### src/rtl/subleq_pkg.sv
// Shared types and constants for the SUBLEQ memory subsystem.
// Used by the RAM arbiter, its round-robin arbiter and the bus interface.
package subleq_pkg;

   localparam int DEF_ADR_W = 8;
   localparam int DEF_DAT_W = 8;

   typedef enum logic [1:0] {
      IDLE   = 2'd0,
      SETUP  = 2'd1,
      ACCESS = 2'd2,
      DONE   = 2'd3
   } state_t;

   typedef enum logic {
      REQ_CORE = 1'b0,
      REQ_LDR  = 1'b1
   } req_id_t;

   localparam logic RAM_READ  = 1'b0;
   localparam logic RAM_WRITE = 1'b1;

endpackage

### src/rtl/subleq_mem_arbiter_if.sv
// Requester ports (core, loader) and the shared RAM strobes/bus.
// The arbiter takes the slave modport; the requesters and the RAM sit on the master side.
interface subleq_mem_arbiter_if #(
   parameter int ADR_W = subleq_pkg::DEF_ADR_W,
   parameter int DAT_W = subleq_pkg::DEF_DAT_W
);

   // Handshake: a requester raises req with we/adr/wdat stable and holds them until
   // its one-cycle ack; rdat is valid with the ack of a read and held until the next
   // read of that port completes. Req still high in the cycle after ack is a new request.
   logic             core_req;
   logic             core_we;
   logic [ADR_W-1:0] core_adr;
   logic [DAT_W-1:0] core_wdat;
   logic             core_ack;
   logic [DAT_W-1:0] core_rdat;

   logic             ldr_req;
   logic             ldr_we;
   logic [ADR_W-1:0] ldr_adr;
   logic [DAT_W-1:0] ldr_wdat;
   logic             ldr_ack;
   logic [DAT_W-1:0] ldr_rdat;

   logic [ADR_W-1:0] ram_adr;
   logic [DAT_W-1:0] ram_wdat;
   logic             ram_dat_oe;
   logic [DAT_W-1:0] ram_rdat;
   logic             ram_ena;
   logic             ram_ctl;
   logic             ram_ope;

   modport slave (
      input  core_req, core_we, core_adr, core_wdat,
      output core_ack, core_rdat,
      input  ldr_req, ldr_we, ldr_adr, ldr_wdat,
      output ldr_ack, ldr_rdat,
      output ram_adr, ram_wdat, ram_dat_oe, ram_ena, ram_ctl, ram_ope,
      input  ram_rdat
   );

   modport master (
      output core_req, core_we, core_adr, core_wdat,
      input  core_ack, core_rdat,
      output ldr_req, ldr_we, ldr_adr, ldr_wdat,
      input  ldr_ack, ldr_rdat,
      input  ram_adr, ram_wdat, ram_dat_oe, ram_ena, ram_ctl, ram_ope,
      output ram_rdat
   );

endinterface

### src/rtl/subleq_mem_arbiter_rr_arb2.sv
// Two-input round-robin arbiter: one-hot grant, ties go to the port not granted last.
// last_grant only moves when the owning access completes (update strobe).
module rr_arb2
   import subleq_pkg::*;
(
   input  logic       clk,
   input  logic       res,
   input  logic [1:0] req,     // bit 0 = core, bit 1 = loader
   input  logic       update,
   input  req_id_t    owner,
   output logic [1:0] grant
);

   req_id_t last_grant;

   always_ff @(posedge clk or negedge res) begin
      if (!res) begin
         last_grant <= REQ_LDR;
      end else if (update) begin
         last_grant <= owner;
      end
   end

   always_comb begin
      grant = req;
      if (req == 2'b11) begin
         grant = (last_grant == REQ_LDR) ? 2'b01 : 2'b10;
      end
   end

endmodule

### src/rtl/subleq_mem_arbiter.sv
// Shares the SUBLEQ RAM between core and loader: latch a granted command, run a
// fixed-length SETUP/ACCESS/DONE RAM cycle and pulse the owner's ack.
module subleq_mem_arbiter
   import subleq_pkg::*;
#(
   parameter int unsigned WAIT_CYCLES = 1,
   parameter int          ADR_W       = DEF_ADR_W,
   parameter int          DAT_W       = DEF_DAT_W
) (
   input  logic                 clk,
   input  logic                 res,
   subleq_mem_arbiter_if.slave  bus,
   output logic                 busy,
   output state_t               state_dbg
);

   localparam logic [3:0] WAIT_INIT = 4'(WAIT_CYCLES);

   state_t           state;
   req_id_t          owner;
   logic [3:0]       wait_cnt;
   logic [1:0]       grant;
   logic [ADR_W-1:0] adr_q;
   logic [DAT_W-1:0] wdat_q;
   logic [DAT_W-1:0] core_rdat_q;
   logic [DAT_W-1:0] ldr_rdat_q;
   logic             ena_q, ope_q, oe_q, ctl_q;

   logic             sel_we;
   logic [ADR_W-1:0] sel_adr;
   logic [DAT_W-1:0] sel_wdat;

   rr_arb2 u_arb (
      .clk    (clk),
      .res    (res),
      .req    ({bus.ldr_req, bus.core_req}),
      .update (state == DONE),
      .owner  (owner),
      .grant  (grant)
   );

   always_comb begin
      sel_we   = grant[1] ? bus.ldr_we   : bus.core_we;
      sel_adr  = grant[1] ? bus.ldr_adr  : bus.core_adr;
      sel_wdat = grant[1] ? bus.ldr_wdat : bus.core_wdat;
   end

   // ram_ctl doubles as the latched we bit; it stays put from SETUP through DONE.
   always_ff @(posedge clk or negedge res) begin
      if (!res) begin
         state       <= IDLE;
         owner       <= REQ_CORE;
         wait_cnt    <= '0;
         adr_q       <= '0;
         wdat_q      <= '0;
         core_rdat_q <= '0;
         ldr_rdat_q  <= '0;
         ena_q       <= 1'b0;
         ope_q       <= 1'b0;
         oe_q        <= 1'b0;
         ctl_q       <= RAM_READ;
      end else begin
         case (state)
            IDLE: begin
               if (|grant) begin
                  owner  <= grant[1] ? REQ_LDR : REQ_CORE;
                  adr_q  <= sel_adr;
                  wdat_q <= sel_wdat;
                  ctl_q  <= sel_we;
                  oe_q   <= sel_we;
                  state  <= SETUP;
               end
            end
            SETUP: begin
               ena_q    <= 1'b1;
               ope_q    <= (ctl_q == RAM_READ);
               wait_cnt <= WAIT_INIT;
               state    <= ACCESS;
            end
            ACCESS: begin
               if (wait_cnt != 4'd0) begin
                  wait_cnt <= wait_cnt - 4'd1;
               end else begin
                  if (ctl_q == RAM_READ) begin
                     if (owner == REQ_LDR) ldr_rdat_q  <= bus.ram_rdat;
                     else                  core_rdat_q <= bus.ram_rdat;
                  end
                  ena_q <= 1'b0;
                  ope_q <= 1'b0;
                  oe_q  <= 1'b0;
                  state <= DONE;
               end
            end
            DONE: begin
               state <= IDLE;
            end
            default: state <= IDLE;
         endcase
      end
   end

   assign bus.ram_adr    = adr_q;
   assign bus.ram_wdat   = wdat_q;
   assign bus.ram_ena    = ena_q;
   assign bus.ram_ope    = ope_q;
   assign bus.ram_dat_oe = oe_q;
   assign bus.ram_ctl    = ctl_q;
   assign bus.core_rdat  = core_rdat_q;
   assign bus.ldr_rdat   = ldr_rdat_q;
   assign bus.core_ack   = (state == DONE) && (owner == REQ_CORE);
   assign bus.ldr_ack    = (state == DONE) && (owner == REQ_LDR);
   assign busy           = (state != IDLE);
   assign state_dbg      = state;

endmodule
### src/flat_wrapper.sv
// flat-port wrapper written by rule: the top's interface ports become plain ports
module subleq_mem_arbiter_flat import subleq_pkg::*;
#(
   parameter int unsigned WAIT_CYCLES = 1,
   parameter int          ADR_W       = DEF_ADR_W,
   parameter int          DAT_W       = DEF_DAT_W
)
  (clk, res, busy, state_dbg, bus_core_req, bus_core_we, bus_core_adr, bus_core_wdat, bus_core_ack, bus_core_rdat, bus_ldr_req, bus_ldr_we, bus_ldr_adr, bus_ldr_wdat, bus_ldr_ack, bus_ldr_rdat, bus_ram_adr, bus_ram_wdat, bus_ram_dat_oe, bus_ram_ena, bus_ram_ctl, bus_ram_ope, bus_ram_rdat);
  subleq_mem_arbiter_if #(.ADR_W(ADR_W), .DAT_W(DAT_W)) bus_i ();
  input  logic clk;
  input  logic res;
  output logic busy;
  output state_t state_dbg;
  input wire logic [$bits(bus_i.core_req)-1:0] bus_core_req;
  input wire logic [$bits(bus_i.core_we)-1:0] bus_core_we;
  input wire logic [$bits(bus_i.core_adr)-1:0] bus_core_adr;
  input wire logic [$bits(bus_i.core_wdat)-1:0] bus_core_wdat;
  output wire logic [$bits(bus_i.core_ack)-1:0] bus_core_ack;
  output wire logic [$bits(bus_i.core_rdat)-1:0] bus_core_rdat;
  input wire logic [$bits(bus_i.ldr_req)-1:0] bus_ldr_req;
  input wire logic [$bits(bus_i.ldr_we)-1:0] bus_ldr_we;
  input wire logic [$bits(bus_i.ldr_adr)-1:0] bus_ldr_adr;
  input wire logic [$bits(bus_i.ldr_wdat)-1:0] bus_ldr_wdat;
  output wire logic [$bits(bus_i.ldr_ack)-1:0] bus_ldr_ack;
  output wire logic [$bits(bus_i.ldr_rdat)-1:0] bus_ldr_rdat;
  output wire logic [$bits(bus_i.ram_adr)-1:0] bus_ram_adr;
  output wire logic [$bits(bus_i.ram_wdat)-1:0] bus_ram_wdat;
  output wire logic [$bits(bus_i.ram_dat_oe)-1:0] bus_ram_dat_oe;
  output wire logic [$bits(bus_i.ram_ena)-1:0] bus_ram_ena;
  output wire logic [$bits(bus_i.ram_ctl)-1:0] bus_ram_ctl;
  output wire logic [$bits(bus_i.ram_ope)-1:0] bus_ram_ope;
  input wire logic [$bits(bus_i.ram_rdat)-1:0] bus_ram_rdat;
  assign bus_i.core_req = bus_core_req;
  assign bus_i.core_we = bus_core_we;
  assign bus_i.core_adr = bus_core_adr;
  assign bus_i.core_wdat = bus_core_wdat;
  assign bus_core_ack = bus_i.core_ack;
  assign bus_core_rdat = bus_i.core_rdat;
  assign bus_i.ldr_req = bus_ldr_req;
  assign bus_i.ldr_we = bus_ldr_we;
  assign bus_i.ldr_adr = bus_ldr_adr;
  assign bus_i.ldr_wdat = bus_ldr_wdat;
  assign bus_ldr_ack = bus_i.ldr_ack;
  assign bus_ldr_rdat = bus_i.ldr_rdat;
  assign bus_ram_adr = bus_i.ram_adr;
  assign bus_ram_wdat = bus_i.ram_wdat;
  assign bus_ram_dat_oe = bus_i.ram_dat_oe;
  assign bus_ram_ena = bus_i.ram_ena;
  assign bus_ram_ctl = bus_i.ram_ctl;
  assign bus_ram_ope = bus_i.ram_ope;
  assign bus_i.ram_rdat = bus_ram_rdat;
  subleq_mem_arbiter #(.WAIT_CYCLES(WAIT_CYCLES), .ADR_W(ADR_W), .DAT_W(DAT_W)) u_core (.clk(clk), .res(res), .bus(bus_i), .busy(busy), .state_dbg(state_dbg));
endmodule
### config.mk
export PLATFORM = sky130hd
export DESIGN_NAME = subleq_mem_arbiter_flat
export DESIGN_NICKNAME = d
export VERILOG_FILES = /design/src/rtl/subleq_pkg.sv /design/src/rtl/subleq_mem_arbiter_if.sv /design/src/rtl/subleq_mem_arbiter_rr_arb2.sv /design/src/rtl/subleq_mem_arbiter.sv /design/src/flat_wrapper.sv
export SDC_FILE = /design/constraint.sdc
export NUM_CORES = 1
export LEC_CHECK = 0
export CAP_MARGIN = 20
export CORE_ASPECT_RATIO = 1.5
export CORE_MARGIN = 3
export CORE_UTILIZATION = 40
export DETAILED_ROUTE_END_ITERATION = 8
export PLACE_DENSITY = 0.86
export SKIP_CTS_REPAIR_TIMING = 1
export SYNTH_ARGS = -nofsm -noshare
export SYNTH_HDL_FRONTEND = slang
export SYNTH_SLANG_ARGS = --single-unit
### constraint.sdc
create_clock -name clk -period 3.4 [get_ports clk]
set_input_delay 0.68 -clock clk [delete_from_list [all_inputs] [get_ports clk]]
set_output_delay 0.68 -clock clk [all_outputs]
set_load 0.005 [all_outputs]
Yosys cells after proc, flatten, opt, wreduce, memory -nomap -nowiden:

Index checks and enable logic that the tools add are counted.

* register bits: 44
* latch bits: 0
* memory bits (writable): 0
* bits in read-only memories: 0
* output and inout bits: 41
* logic and storage cells: 54
* memories kept: 0

* add/subtract/negate cells: 1
* $mul: 0
* div/mod/pow operators: 0
* $lt $le $gt $ge: 0
* eq/ne operators: 7
* shift-type cells: 0
* mux-type cells: 16
* bitwise logic cells: 3
* reduce and logical (&&, ||, !) cells: 15

Operator list (number)
* two-way mux 8 bit: 2
* two-way mux 2 bit: 4
* case mux 2 bit (4 select lines): 1
* case mux 4 bit (2 select lines): 1
* AND reduction 2 bit: 4
* AND reduction 4 bit: 2
* == test 2 bit (second input constant): 3
* case mux 1 bit (2 select lines): 3
* nonzero test 2 bit: 3
* two-way mux 1 bit: 4
* two-way mux 4 bit: 1
* != test 2 x 1 -> 1 bit (second input constant): 2
* nonzero test 4 bit: 1
* subtractor 4 x 1 -> 4 bit (second input constant): 1
* NOT 1 bit: 3
* AND reduction 3 bit: 1
* == test 2 x 1 -> 1 bit (second input constant): 1
* logical AND 1 bit: 2
* logical NOT 2 bit: 1
* != test 2 bit (second input constant): 1
* OR reduction 2 bit: 1

Logic depth before layout (Yosys ltp):

* depth in word-level cells: 5
* depth in mapped cells: 6
* gate-level depth less buffers: 5

Modules after synthesis:

Synthesis repeated with hierarchy kept, for this count alone.

* cell total of the unflattened synthesis: 175
* area total of the unflattened synthesis: 2054.5 um2

By module, submodules not included
* subleq_mem_arbiter: instances 1, cells an instance 169, area an instance 1993.2 um2, sequential area each 1076.0 um2
* rr_arb2: instances 1, cells an instance 6, area an instance 61.3 um2, sequential area each 26.3 um2

Least setup slack after synthesis:

Ideal clock, no wire load.

* path kind: reg-to-reg
* start: register u_core.wait_cnt[0]
* end: register u_core.core_rdat_q[0] (netlist: u_core.bus.core_rdat[0])
* library setup time: 0.125 ns
* arrival time: 1.717 ns
* required time: 3.275 ns
* path slack: 1.558 ns
* stages on the path, launching flop included: 6
* buffers on the path: 0
* clock period less this slack: 1.842 ns
* cell sequence: dfrtp_1 > inv_1 > ha_1 > or3b_4 > nor4_4 > mux2_2

* longest elaborated chain between the ends: 3

RTL lines
* start, declared: RTL line subleq_mem_arbiter.sv:21 `logic [3:0] wait_cnt;`
* start signal, assigned: RTL line subleq_mem_arbiter.sv:82 `wait_cnt <= wait_cnt - 4'd1;`
* nonzero test 4 bit: RTL line subleq_mem_arbiter.sv:81 `if (wait_cnt != 4'd0) begin`
* NOT 1 bit (no source line)
* AND reduction 4 bit (no source line)
* end signal, assigned: RTL line subleq_mem_arbiter.sv:86 `else core_rdat_q <= bus.ram_rdat;`
* end, declared: RTL line subleq_mem_arbiter.sv:25 `logic [DAT_W-1:0] core_rdat_q;`

Every way passes these cells.
A chain may end at the register's enable or synchronous reset.

Worst setup path in the final report:

* start: register u_core.state[0] (netlist: u_core.state_dbg[0])
* end: output port busy

* longest elaborated chain between the ends: 1

RTL lines
* start, declared: RTL line subleq_mem_arbiter.sv:19 `state_t state;`
* start signal, assigned: RTL line subleq_mem_arbiter.sv:51 `state <= IDLE;`
* start signal, assigned: RTL line subleq_mem_arbiter.sv:71 `state <= SETUP;`
* start signal, assigned: RTL line subleq_mem_arbiter.sv:78 `state <= ACCESS;`
* nonzero test 2 bit: RTL line subleq_mem_arbiter.sv:112 `assign busy = (state != IDLE);`
* end, declared: RTL line flat_wrapper.sv:12 `output logic busy;`

Every way passes these cells.

==> impl_metrics.py <==
metrics = {
    "cts": {
        "cts_max_path_buffers": 2,
        "path_clk_slew_ps": 90,
        "cts_htree_levels": 2,
        "cts_tree": "yes",
        "cts-root-buf": "clkbuf_8",
        "numCtsBuffers": 5,
        "clkSinkCount": 44,
        "clock_latency_ps": 290,
    },
    "synthesis": {
        "synth.area.top_cells": "dfrtp_1 (53%), mux2_2 (10%), mux2i_1 (9.5%)",
        "synth.distinct_cells": 31,
        "synth_top_area_share": 0.535,
        "syn_area_per_cell_um2": 11.8,
        "synth_area_um2": 2010,
        "yosysTopAreaCell": "dfrtp_1",
        "synthesis.nets": 222,
        "netlist_instances": 170,
        "synth_seq_area_share": 0.548,
        "ys_ff_latch": 44,
        "ys_warn_count": 0,
    },
    "route": {
        "wl_met3_um": 284,
        "detail_route.wl_per_cell_um": 13.7,
        "ant_nets": 0,
        "dr_wl_met2_um": 2430,
        "top_layer": "met4",
        "vias_per_cell": 4.74,
        "drc": 0,
        "routed_wl_um": 4470,
        "wl_met1_um": 1700,
        "drtPass1Iterations": 2,
        "drtIter0Drc": 49,
        "vias": 1544,
    },
    "sta": {
        "finalHoldWorstSlack_ps": 482,
        "hold_viol": 0,
        "worst_slack_ps": 1010,
        "slew_viol_final": 0,
        "max_freq_ghz": 0.418,
        "tightest_slew_ps": 946,
        "setup_viol": 0,
        "fin_skew_ps": 7.81,
        "fin_setup_tns_ps": 0,
        "max-slew-margin-rel": 0.369,
        "fin_crit_ps": 2390,
        "rsz0062_at_grt": "no",
        "finalCritPeriodShare": 0.703,
    },
    "cells_and_area": {
        "mostFrequentLayoutCells": "clkdlybuf4s50_1 (85), dfrtp_1 (43), o21ai_0 (21)",
        "instances_no_fill": 326,
        "post-route-util": 0.630,
        "layout_commonest_cell": "clkdlybuf4s50_1",
        "areaGrowthSynthToFinish_pct": 51.9,
        "antennaDiodeCount": 0,
        "final_area_um2": 3060,
        "final_layout_size_suffix_gt1_frac": 0.131,
        "nets": 311,
    },
    "floorplanning": {
        "dieArea_um2": 5930,
        "fp.dieH_um": 92.9,
        "rows": 31,
        "ioPinCount": 87,
        "initial_core_util": 0.415,
        "core_um2": 4850,
        "chipWidth_um": 63.9,
    },
    "worst_setup_path": {
        "path_class": "flop to primary output",
        "endpoint_kind": "primary output",
        "worstPathArrival_ps": 1710,
        "worstPathRequired_ps": 2720,
        "r2r_end": "u_core.bus.core_rdat[3]$_DFFE_PN0P_",
        "cp-start-kind": "flop",
        "rrSetupSlack_ps": 1190,
        "reg2reg_depth": 5,
        "r2r_start": "u_core.state_dbg[0]$_DFFE_PN0P_",
        "worstPathMaxFanout": 5,
    },
    "grt": {
        "grt-ovfl-total": 0,
        "grt_pass1_wl_um": 7280,
        "antenna_found_initial": 0,
        "grt_max_degree": 45,
        "track_usage": 0.157,
        "grt_pass1_vias": 1572,
    },
    "place": {
        "gp_congestion": 0.789,
        "portBuffers": 86,
        "post_dp_cell_area_um2": 2940,
        "dp_cells": 318,
        "hpwl_um": 3490,
        "post-place-ws_ps": 1130,
    },
    "power_and_ir_drop": {
        "power_mw": 2.55,
        "pwr_density_cell_nw_per_um2": 835,
        "p_leak_nw": 1.33,
        "peakVddDrop_v": 0.000431,
    },
    "min_path": {
        "hold_class": "flop to flop",
        "whs_path_depth": 2,
        "worstHoldEndpoint": "u_core.bus.ram_wdat[0]$_DFFE_PN0P_",
        "hold_start": "u_core.bus.ram_wdat[0]$_DFFE_PN0P_",
    },
    "run": {
        "drv_cap": 0,
    },
    "run_status": {
        "status": "complete, no violations",
    },
}
-- worst max-delay path by stage --
stage	from	end	slack, ps	depth (start not counted)
global placement	u_core.state_dbg[0]$_DFFE_PN0P_	u_core.bus.core_rdat[6]$_DFFE_PN0P_	1200	5
CTS	u_core.state_dbg[0]$_DFFE_PN0P_	busy	990	4
global route	u_core.state_dbg[1]$_DFFE_PN0P_	busy	930	4
finish	u_core.state_dbg[0]$_DFFE_PN0P_	busy	1010	4
detailed placement	bus_ldr_req	u_core.bus.ram_dat_oe$_DFFE_PN0P_	1130	5
floorplan	u_core.wait_cnt[0]$_DFFE_PN0P_	u_core.bus.core_rdat[0]$_DFFE_PN0P_	1560	5
-- cells by family (layout without fill, tap and decap cells) --
kind of cell,after synthesis,after routing,synth area share
muxes,37,37,0.195
and+or+nand+nor,35,35,0.0902
AOI/OAI and AO/OA,32,32,0.0927
adders and majority gates,6,6,0.0373
buffers and inverters,15,105,0.0323
DFF,44,44,0.548
xor gates and xnor gates,1,1,0.00435
-- where the power goes --
part	internal (mW)	total (mW)	switching [mW]
clock	0.221	0.402	0.180
sequential	0.787	0.952	0.165
combinational	0.741	1.20	0.458
total	1.75	2.55	0.804
-- worst max-delay path, cell delays in order, from the launching register on --
cell             delay (ps)
dfrtp_1                 430
inv_1                    80
ha_1                    260
inv_1                   130
clkdlybuf4s50_1         520
-- state kept, by name, summed over array words and instances, names as in the netlist --
| register | count |
|---|---|
| u_core.bus.core_rdat | 8 |
| u_core.bus.ldr_rdat | 8 |
| u_core.bus.ram_adr | 8 |
| u_core.bus.ram_ctl | 1 |
| u_core.bus.ram_dat_oe | 1 |
| u_core.bus.ram_ena | 1 |
| u_core.bus.ram_ope | 1 |
| u_core.bus.ram_wdat | 8 |
| u_core.owner | 1 |
| u_core.state_dbg | 2 |
| u_core.u_arb.last_grant | 1 |
| u_core.wait_cnt | 4 |
-- Yosys cell counts --
cell	number
nor3_1	2
nor2b_1	2
buf_4	2
nand3_1	1
mux2_2	18
nand4b_1	1
a221oi_1	1
clkbuf_1	3
a21oi_1	3
o21ai_1	1
buf_2	1
dfrtp_1	43
nor3b_1	1
nor4_4	1
and2_1	2
o32a_1	1
o32ai_1	1
o2bb2ai_1	1
ha_1	6
or3b_4	1
nor2_1	4
dfstp_2	1
o21ai_0	21
nand2b_1	1
mux2i_1	19
xnor2_1	1
a22o_1	1
inv_1	9
a21boi_0	1
o22a_1	1
nand2_1	19
-- layer usage --
layer  vias to the layer above  GRT usage
li1                        769          -
met1                       720      0.169
met2                        53      0.290
met3                         2     0.0388
met4                         0     0.0595
met5                         -          0
-- area by class of cell --
class	instances	area (um^2)
well taps	66	82.6
multi-input cells	111	852
flip-flops and latches	44	1100
fillers	399	1790
clock buffers	5	68.8
clock inverters	3	46.3
repair buffers	88	871
inverters	9	33.8
(Power assumes the default switching activity.)
